===== src/rtl/blk_mem_pkg.sv =====
// rtl/blk_mem_pkg.sv - shared FSM encoding and sizing for the blk_mem read streamer
package blk_mem_pkg;

  localparam logic [1:0] ST_IDLE  = 2'd0;
  localparam logic [1:0] ST_ISSUE = 2'd1;
  localparam logic [1:0] ST_DRAIN = 2'd2;
  localparam logic [1:0] ST_DONE  = 2'd3;

  localparam int SKID_DEPTH = 2;

endpackage


===== src/rtl/blk_mem_skid_fifo.sv =====
// rtl/blk_mem_skid_fifo.sv - 2-entry skid FIFO absorbing in-flight blk_mem reads
module blk_mem_skid_fifo
  import blk_mem_pkg::*;
#(
  parameter int WIDTH = 17
) (
  input  logic             clk,
  input  logic             rst_n,
  input  logic             push,
  input  logic [WIDTH-1:0] push_data,
  input  logic             pop,
  output logic [WIDTH-1:0] pop_data,
  output logic [1:0]       count,
  output logic             full,
  output logic             empty
);

  logic [WIDTH-1:0] slot [2];
  logic             wr_ptr;
  logic             rd_ptr;

  assign pop_data = slot[rd_ptr];
  assign full     = (count == 2'd2);
  assign empty    = (count == 2'd0);

  always_ff @(posedge clk or negedge rst_n) begin
    if (!rst_n) begin
      slot[0] <= '0;
      slot[1] <= '0;
      wr_ptr  <= 1'b0;
      rd_ptr  <= 1'b0;
      count   <= 2'd0;
    end else begin
      if (push) begin
        slot[wr_ptr] <= push_data;
        wr_ptr       <= ~wr_ptr;
      end
      if (pop) begin
        rd_ptr <= ~rd_ptr;
      end
      case ({push, pop})
        2'b10:   count <= count + 2'd1;
        2'b01:   count <= count - 2'd1;
        default: count <= count;
      endcase
    end
  end

  a_no_overflow: assert property (@(posedge clk) disable iff (!rst_n)
    !(push && full && !pop));
  a_no_underflow: assert property (@(posedge clk) disable iff (!rst_n)
    !(pop && empty));
  a_count_bound: assert property (@(posedge clk) disable iff (!rst_n)
    (int'(count) <= SKID_DEPTH));

endmodule


===== src/rtl/blk_mem_rd_streamer.sv =====
// rtl/blk_mem_rd_streamer.sv - sweeps len words from blk_mem and emits them as a ready/valid stream
module blk_mem_rd_streamer
  import blk_mem_pkg::*;
#(
  parameter int BIT_WIDTH  = 16,
  parameter int ADDR_WIDTH = 4
) (
  input  logic                  clk,
  input  logic                  rst_n,
  input  logic                  start,
  input  logic [ADDR_WIDTH-1:0] base_addr,
  input  logic [ADDR_WIDTH:0]   len,
  output logic                  busy,
  output logic                  done,
  output logic                  mem_rd_en,
  output logic [ADDR_WIDTH-1:0] mem_addr_out,
  input  logic [BIT_WIDTH-1:0]  mem_rd_data,
  output logic                  m_valid,
  input  logic                  m_ready,
  output logic [BIT_WIDTH-1:0]  m_data,
  output logic                  m_last
);

  localparam logic [ADDR_WIDTH:0] LEN_ONE = 1;

  logic [1:0]            state;
  logic [1:0]            state_nxt;
  logic [ADDR_WIDTH-1:0] base_q;
  logic [ADDR_WIDTH:0]   len_q;
  logic [ADDR_WIDTH:0]   len_last;
  logic [ADDR_WIDTH:0]   issued_cnt;
  logic [ADDR_WIDTH:0]   beats_cnt;
  logic                  inflight;
  logic                  inflight_last;
  logic                  rd_en;
  logic                  issue_last;
  logic                  beat_last;
  logic [ADDR_WIDTH-1:0] rd_addr;

  logic                  fifo_pop;
  logic                  fifo_full;
  logic                  fifo_empty;
  logic [1:0]            fifo_count;
  logic [1:0]            occupancy;
  logic [BIT_WIDTH:0]    fifo_head;

  assign len_last  = len_q - LEN_ONE;
  assign occupancy = fifo_count + {1'b0, inflight};
  assign fifo_pop  = m_valid & m_ready;

  // A pop frees a slot this cycle, so a read may be issued even when the skid is committed.
  assign rd_en      = (state == ST_ISSUE) && ((occupancy < 2'd2) || fifo_pop);
  assign issue_last = rd_en && (issued_cnt == len_last);
  assign beat_last  = fifo_pop && fifo_head[BIT_WIDTH];
  assign rd_addr    = base_q + issued_cnt[ADDR_WIDTH-1:0];

  always_comb begin
    state_nxt = state;
    case (state)
      ST_IDLE:  if (start) state_nxt = (len == '0) ? ST_DONE : ST_ISSUE;
      ST_ISSUE: if (issue_last) state_nxt = ST_DRAIN;
      ST_DRAIN: if (beat_last) state_nxt = ST_DONE;
      ST_DONE:  state_nxt = ST_IDLE;
      default:  state_nxt = ST_IDLE;
    endcase
  end

  always_ff @(posedge clk or negedge rst_n) begin
    if (!rst_n) begin
      state         <= ST_IDLE;
      base_q        <= '0;
      len_q         <= '0;
      issued_cnt    <= '0;
      beats_cnt     <= '0;
      inflight      <= 1'b0;
      inflight_last <= 1'b0;
    end else begin
      state <= state_nxt;
      if ((state == ST_IDLE) && start) begin
        base_q     <= base_addr;
        len_q      <= len;
        issued_cnt <= '0;
        beats_cnt  <= '0;
      end else begin
        if (rd_en) issued_cnt <= issued_cnt + LEN_ONE;
        if (fifo_pop) beats_cnt <= beats_cnt + LEN_ONE;
      end
      // The read issued this cycle lands on mem_rd_data next cycle and is pushed then.
      inflight      <= rd_en;
      inflight_last <= issue_last;
    end
  end

  blk_mem_skid_fifo #(
    .WIDTH(BIT_WIDTH + 1)
  ) u_skid (
    .clk      (clk),
    .rst_n    (rst_n),
    .push     (inflight),
    .push_data({inflight_last, mem_rd_data}),
    .pop      (fifo_pop),
    .pop_data (fifo_head),
    .count    (fifo_count),
    .full     (fifo_full),
    .empty    (fifo_empty)
  );

  assign busy         = (state != ST_IDLE);
  assign done         = (state == ST_DONE);
  assign mem_rd_en    = rd_en;
  assign mem_addr_out = rd_en ? rd_addr : '0;
  assign m_valid      = ~fifo_empty;
  assign m_data       = m_valid ? fifo_head[BIT_WIDTH-1:0] : '0;
  assign m_last       = m_valid & fifo_head[BIT_WIDTH];

  a_occupancy: assert property (@(posedge clk) disable iff (!rst_n)
    (int'(occupancy) <= SKID_DEPTH));
  a_no_push_when_full: assert property (@(posedge clk) disable iff (!rst_n)
    !(fifo_full && inflight && !fifo_pop));
  a_last_position: assert property (@(posedge clk) disable iff (!rst_n)
    (m_last -> (beats_cnt == len_last)));

endmodule


===== config.mk =====
export PLATFORM = sky130hd
export DESIGN_NAME = blk_mem_rd_streamer
export DESIGN_NICKNAME = d
export VERILOG_FILES = /design/src/rtl/blk_mem_pkg.sv /design/src/rtl/blk_mem_skid_fifo.sv /design/src/rtl/blk_mem_rd_streamer.sv
export SDC_FILE = /design/constraint.sdc
export NUM_CORES = 1
export LEC_CHECK = 0
export ABC_AREA = 1
export BUFFER_PORTS_ARGS = -buffer_cell sky130_fd_sc_hd__buf_2
export CAP_MARGIN = 25
export CORE_ASPECT_RATIO = 1.2
export CORE_MARGIN = 2
export CORE_UTILIZATION = 40
export CTS_BUF_LIST = sky130_fd_sc_hd__clkbuf_2
export CTS_CLUSTER_SIZE = 8
export DETAILED_ROUTE_END_ITERATION = 10
export MAX_ROUTING_LAYER = met4
export PLACE_DENSITY = 0.67
export SETUP_SLACK_MARGIN = 0.1
export SLEW_MARGIN = 20
export SYNTH_ARGS = -nofsm -noshare
export SYNTH_HDL_FRONTEND = slang
export SYNTH_SLANG_ARGS = --single-unit
export TNS_END_PERCENT = 5

===== constraint.sdc =====
create_clock -name clk -period 2.25 [get_ports clk]
set_input_delay 0.3375 -clock clk [delete_from_list [all_inputs] [get_ports clk]]
set_output_delay 0.3375 -clock clk [all_outputs]
set_load 0.02 [all_outputs]

==> metrics, run 1 <==
outcome completed; Synth top area share 0.483; Placed Instance Area 3250 um^2; CTS tree yes; worst slew margin relative to its limit 0.738; Critical Path End Type output port; WL/cell 11.9 um; area leader, netlist dfrtp_1; ant diodes 0; initial antenna violation count 0; global placement routability congestion 0.796; ANT nets after route 0; max-slew violation count 0; gr ovfl total 0; Total Routing Usage GR 0.164; worst vdd ir 0.729 mV; vias in the first global route 2267; minimum clock period 2.20 ns; Setup WS post-layout 0.0512 ns; startpoint types flip-flop; share of cells above drive strength 1 0.234; Seq cells post-synth 56; FMAX 455 MHz; LEAKAGE 1.80 nW; setup tns final 0 ns; die width 81.7 um; Syn. warnings 0; DRC marker count from the first detailed-route iteration 140; finished layout cell area 3410 um^2; largest stage delay on the critical path 0.49 ns; worst hold slack 0.0469 ns; unrepaired setup endpoints after global routing true; most frequent cells in the layout nand2_1, dfrtp_1, buf_2, inv_1, o21ai_0; Vias/cell 4.81; Hold Violations, Final 0; Critical-path top delay cell dfrtp_1; max-cap check violation count 0; Max clock buf depth 2; final critical-path share of the clock period 0.977; IO Pins 54; Initial Utilization 0.406; Clock Pin Slew Worst Setup and Hold Paths 0.28 ns; Core ar. 7150 um^2; Root Buffer clkbuf_2; full die area 7950 um^2; Fillers 739; Detailed Place HPWL 4.11 mm; Num CTS Buffers 5; Syn Nets 400; DR pass1 iterations 4; Pwr Total 5.18 mW; worst slack, placed 0.452 ns; largest net degree at the start of global routing 57; final cell count without fillers 505; CP Cell Sequence ha_1 -> nand2_1 -> nor2_1 -> a211oi_2 -> xor2_1 -> nor2_1 -> buf_2; clk_lat worst skew 0.45 ns; Netlist cell types 29; most common cell after layout, fill and taps aside nand2_1; # setup viols final 0; fin nets 456; final clock skew 0.0237 ns; Worst Hold Class in2reg; first-pass GRT wire length 10.1 mm; CTS sink count 56; htree depth 2; mean post-synth cell area 8.08 um^2; post-synthesis sequential area ratio 0.483; Critical Path RT 1.91 ns; Critical Path Fanout Max 4; Util after Layout 0.477; Least-Margin Pin Slew 0.393 ns; Post-Route WL 5.99 mm; chip height 97.3 um; vias after detailed routing 2431; synthesis-to-finish area growth 17.6%; drt drc 0; PD cells 1520 nW/um^2; placed cell count 494; critical path arrival 1.86 ns; Setup CP Type reg2out; Post-Syn Instances 359; num rows 34; post-synth design cell area 2900 um^2; most used cell, CP nor2_1; Area contributors post-synth dfrtp_1, nand2_1, inv_1; I/O Buffers 53
==> cells in the mapped netlist (all sizes together) <==
library cell and count:
a21oi 22, a211oi 2, nand3 12, nand2 123, buf 10, inv 46
o21ai 45, dfrtp 56, nor2 17, xnor2 1, ha 11, xor2 5
nor4 1, clkbuf 3, nor3 2, or2 2, fa 1
==> critical path, delay by kind of cell, from the launching register on <==
kind                       cells  cell delay, ns
DFF                            1            0.49
buffers and inverters          1            0.16
and+or+nand+nor                3            0.15
AOI/OAI and AO/OA              1            0.17
xor gates and xnor gates       1            0.16
adders and majority gates      1            0.28
==> power by group <==
group          internal, mW  switching, mW
registers              1.47          0.300
logic                  1.04           1.76
clock network         0.292          0.308
==> cells by family (layout without fill, tap and decap cells) <==
kind of cell | count (synthesis) | count (layout) | share of synthesized area
adder cells (fa/ha/maj) | 12 | 12 | 0.0544
AO/OA/AOI/OAI | 69 | 69 | 0.132
AND/OR/NAND/NOR | 157 | 157 | 0.226
XOR/XNOR | 6 | 6 | 0.0181
buffers and inverters | 59 | 115 | 0.0871
flip-flops | 56 | 56 | 0.483
==> cell type report <==
cell class / count / area [um^2] / share of cell area
Clock buffer: 5 / 25.0 / 0.00734
Timing Repair Buffer: 62 / 357 / 0.105
Sequential cell: 56 / 1400 / 0.411
Multi-Input combinational cell: 244 / 1280 / 0.376
Inverter: 46 / 173 / 0.0506
Clock inverter: 2 / 60.1 / 0.0176
Tap cell: 90 / 113 / 0.0330
==> worst paths after layout <==
check | slack, ns | to | cells past startpoint | startpoint
setup / recovery | 0.05 | mem_addr_out[3] | 7 | issued_cnt[1]$_DFFE_PN0P_
hold / removal | 0.05 | base_q[0]$_DFFE_PN0P_ | 3 | base_addr[0]
setup reg to reg | 0.57 | state[0]$_DFFE_PN0P_ | 13 | len_q[0]$_DFFE_PN0P_
hold reg to reg | 0.53 | u_skid.slot[7]$_DFFE_PN0P_ | 2 | u_skid.slot[7]$_DFFE_PN0P_
max in group asynchronous | 1.60 | u_skid.count[0]$_DFFE_PN0P_ | 3 | rst_n
min in group asynchronous | 0.37 | u_skid.slot[2]$_DFFE_PN0P_ | 3 | rst_n
==> per-layer routing <==
metal / routed length [um] / track usage / up-vias
li1: - / - / 1240
met3: 283 / 0.0288 / 4
met2: 2900 / 0.260 / 64
met4: 45 / 0.0474 / 0
met1: 2760 / 0.213 / 1123
met5: 0 / - / -
==> state kept, by name (all words and copies together), names as in the netlist <==
signal         count
base_q             4
state              2
u_skid.count       2
inflight           1
len_q              5
issued_cnt         5
u_skid.wr_ptr      1
u_skid.slot       34
u_skid.rd_ptr      1
inflight_last      1
==> repair_timing <==
item,4_1_cts,5_1_grt
gates cloned,0,0
hold buffers,1,0
buffers inserted,3,0
hold endpoints to repair,56,0
endpoints found under the setup margin,15,17
resized for setup,6,6
pin swaps,0,1
Power figures use the tool's default switching activity.
==> inputs of run 2 (changes only) <==
--- a/config.mk
+++ b/config.mk
@@ -16,7 +16,6 @@
 export DETAILED_ROUTE_END_ITERATION = 10
 export MAX_ROUTING_LAYER = met4
 export PLACE_DENSITY = 0.67
-export SETUP_SLACK_MARGIN = 0.1
 export SLEW_MARGIN = 20
 export SYNTH_ARGS = -nofsm -noshare
 export SYNTH_HDL_FRONTEND = slang
==> run 2 against run 1 <==
Critical path depth unchanged; cell area up 0.11%; worst setup slack worse by 0.0023 ns; register-to-register slack better by 0.04 ns; largest cell class unchanged; first-iteration DRC count down 17%.
==> metrics, run 2 (synthesis results as in run 1) <==
Pwr Total 5.19 mW (+0.26%); IO Pins 54 (unchanged); Root Buffer clkbuf_2; met3 GRT Util 0.0288 (unchanged); Max clock buf depth 2 (unchanged); I/O Buffers 53 (unchanged); largest net degree at the start of global routing 57 (unchanged); largest stage delay on the critical path 0.52 ns (+0.03 ns); share of cells above drive strength 1 0.227 (-0.00723); critical path arrival 1.86 ns (about the same); first-pass GRT wire length 10.1 mm (-0.48%); CP Buf/Inv Count 1 (unchanged); die width 81.7 um (unchanged); Largest register FFs 34 (unchanged); most common cell after layout, fill and taps aside nand2_1; # setup viols final 0 (unchanged); unrepaired setup endpoints after global routing true; Critical-path top delay cell dfrtp_2; outcome completed; gr busiest metal met2; WL/cell 11.9 um (+0.42%); CP delay by family, top flip-flops; most used cell, CP nor2_1; vias after detailed routing 2430 (-0.041%); most frequent cells in the layout nand2_1, dfrtp_1, buf_2, inv_1, o21ai_0; initial antenna violation count 0 (unchanged); PD cells 1520 nW/um^2 (+0.15%); Setup CP Type reg2out; reg2reg setup slack 0.61 ns (+0.04 ns); final critical-path share of the clock period 0.978 (+0.00102); Least-Margin Pin Slew 0.395 ns (+0.00207 ns); max-cap check violation count 0 (unchanged); final clock skew 0.00888 ns (-0.0148 ns); setup tns final 0 ns (unchanged); Util after Layout 0.478 (+0.000525); finished layout cell area 3410 um^2 (+0.11%); worst slew margin relative to its limit 0.736 (-0.00138); global placement routability congestion 0.796 (unchanged); worst vdd ir 0.764 mV (+4.8%); FMAX 454 MHz (-0.10%); Vias/cell 4.81 (about the same); Worst Hold Class in2reg; Hold Violations, Final 0 (unchanged); Critical Path RT 1.91 ns (about the same); minimum clock period 2.20 ns (+0.00229 ns); Critical Path Fanout Max 5 (+1); worst hold slack 0.0572 ns (+0.0103 ns); Most flops, register u_skid.slot; Detailed Place HPWL 4.11 mm (unchanged); max-slew violation count 0 (unchanged); drt drc 0 (unchanged); startpoint types flip-flop; Critical Path End Type output port; CTS sink count 56 (unchanged); Initial Utilization 0.406 (unchanged); Largest regs u_skid.slot x34, issued_cnt x5, len_q x5; fin nets 456 (unchanged); CP Cell Sequence ha_4 -> nand2_1 -> nor2_1 -> a211oi_2 -> xor2_1 -> nor2_1 -> buf_4; DRC marker count from the first detailed-route iteration 116 (-17%); Num CTS Buffers 5 (unchanged); DR pass1 iterations 4 (unchanged); chip height 97.3 um (unchanged); Total Routing Usage GR 0.163 (-0.000586); num rows 34 (unchanged); met2 Use GR 0.261 (+0.000625); ANT nets after route 0 (unchanged); Placed Instance Area 3250 um^2 (unchanged); Core ar. 7150 um^2 (unchanged); full die area 7950 um^2 (unchanged); synthesis-to-finish area growth 17.7%; M1 GR Usage 0.210 (-0.00240); Clock Pin Slew Worst Setup and Hold Paths 0.26 ns (-0.02 ns); htree depth 2 (unchanged); ant diodes 0 (unchanged); Post-Route WL 6.01 mm (+0.42%); LEAKAGE 1.80 nW (about the same); gr ovfl total 0 (unchanged); clk_lat worst skew 0.44 ns (about the same); CTS tree yes; vias in the first global route 2275 (+0.35%)
==> run 2: cell counts in the layout (fill, tap and decap cells not counted) <==
No cell type changed its count.
==> run 2: power breakdown <==
group	switching, mW	total [mW]	internal [mW]
combinational	1.76	2.81	1.05
clock	0.310	0.603	0.292
sequential	0.309	1.78	1.47
==> run 2: routing by layer <==
metal / share of wire / wire (um)
met5: 0 / 0
met4: 0.010 / 62
met3: 0.048 / 287
met2: 0.48 / 2910
met1: 0.46 / 2750
==> run 2: through the flow <==
stage	cells	setup slack (ns)
detailed placement	494	0.452
finish	505	0.0489
floorplan	359	0.488
global placement	494	0.466
global route	505	-0.0698
CTS	504	0.00213
==> run 2: worst register-to-register path, delay by kind of cell, from the launching register on <==
family | cells | cell delay, ns
simple gates | 10 | 0.75
buf+inv | 2 | 0.10
fa+ha+maj | 1 | 0.30
flops | 1 | 0.45
==> run 2: area by class of cell <==
cell class	count	area, um^2
sequential	56	1400
clock inverter	2	60.1
timing repair buffer	62	355
inverter	46	173
tap	90	113
clock buffer	5	25.0
multi-input combinational	244	1290
fill	738	3730
==> run 2: what timing repair did <==
action                                 in CTS  in global routing
gates resized for setup                     3                  6
pin swaps                                   0                  3
hold buffers                                1                  0
setup buffers                               2                  1
setup endpoints to repair                   3                 16
endpoints found under the hold margin      56                  0
==> run 2: final timing paths <==
| check | startpoint | depth (start not counted) | end |
|---|---|---|---|
| max reg2reg | len_q[0]$_DFFE_PN0P_ | 13 | state[0]$_DFFE_PN0P_ |
| max in group asynchronous | rst_n | 3 | issued_cnt[1]$_DFFE_PN0P_ |
| max | issued_cnt[1]$_DFFE_PN0P_ | 7 | mem_addr_out[3] |
| min reg2reg | u_skid.slot[7]$_DFFE_PN0P_ | 2 | u_skid.slot[7]$_DFFE_PN0P_ |
| min in group asynchronous | rst_n | 3 | u_skid.slot[6]$_DFFE_PN0P_ |
| min | base_addr[0] | 3 | base_q[0]$_DFFE_PN0P_ |
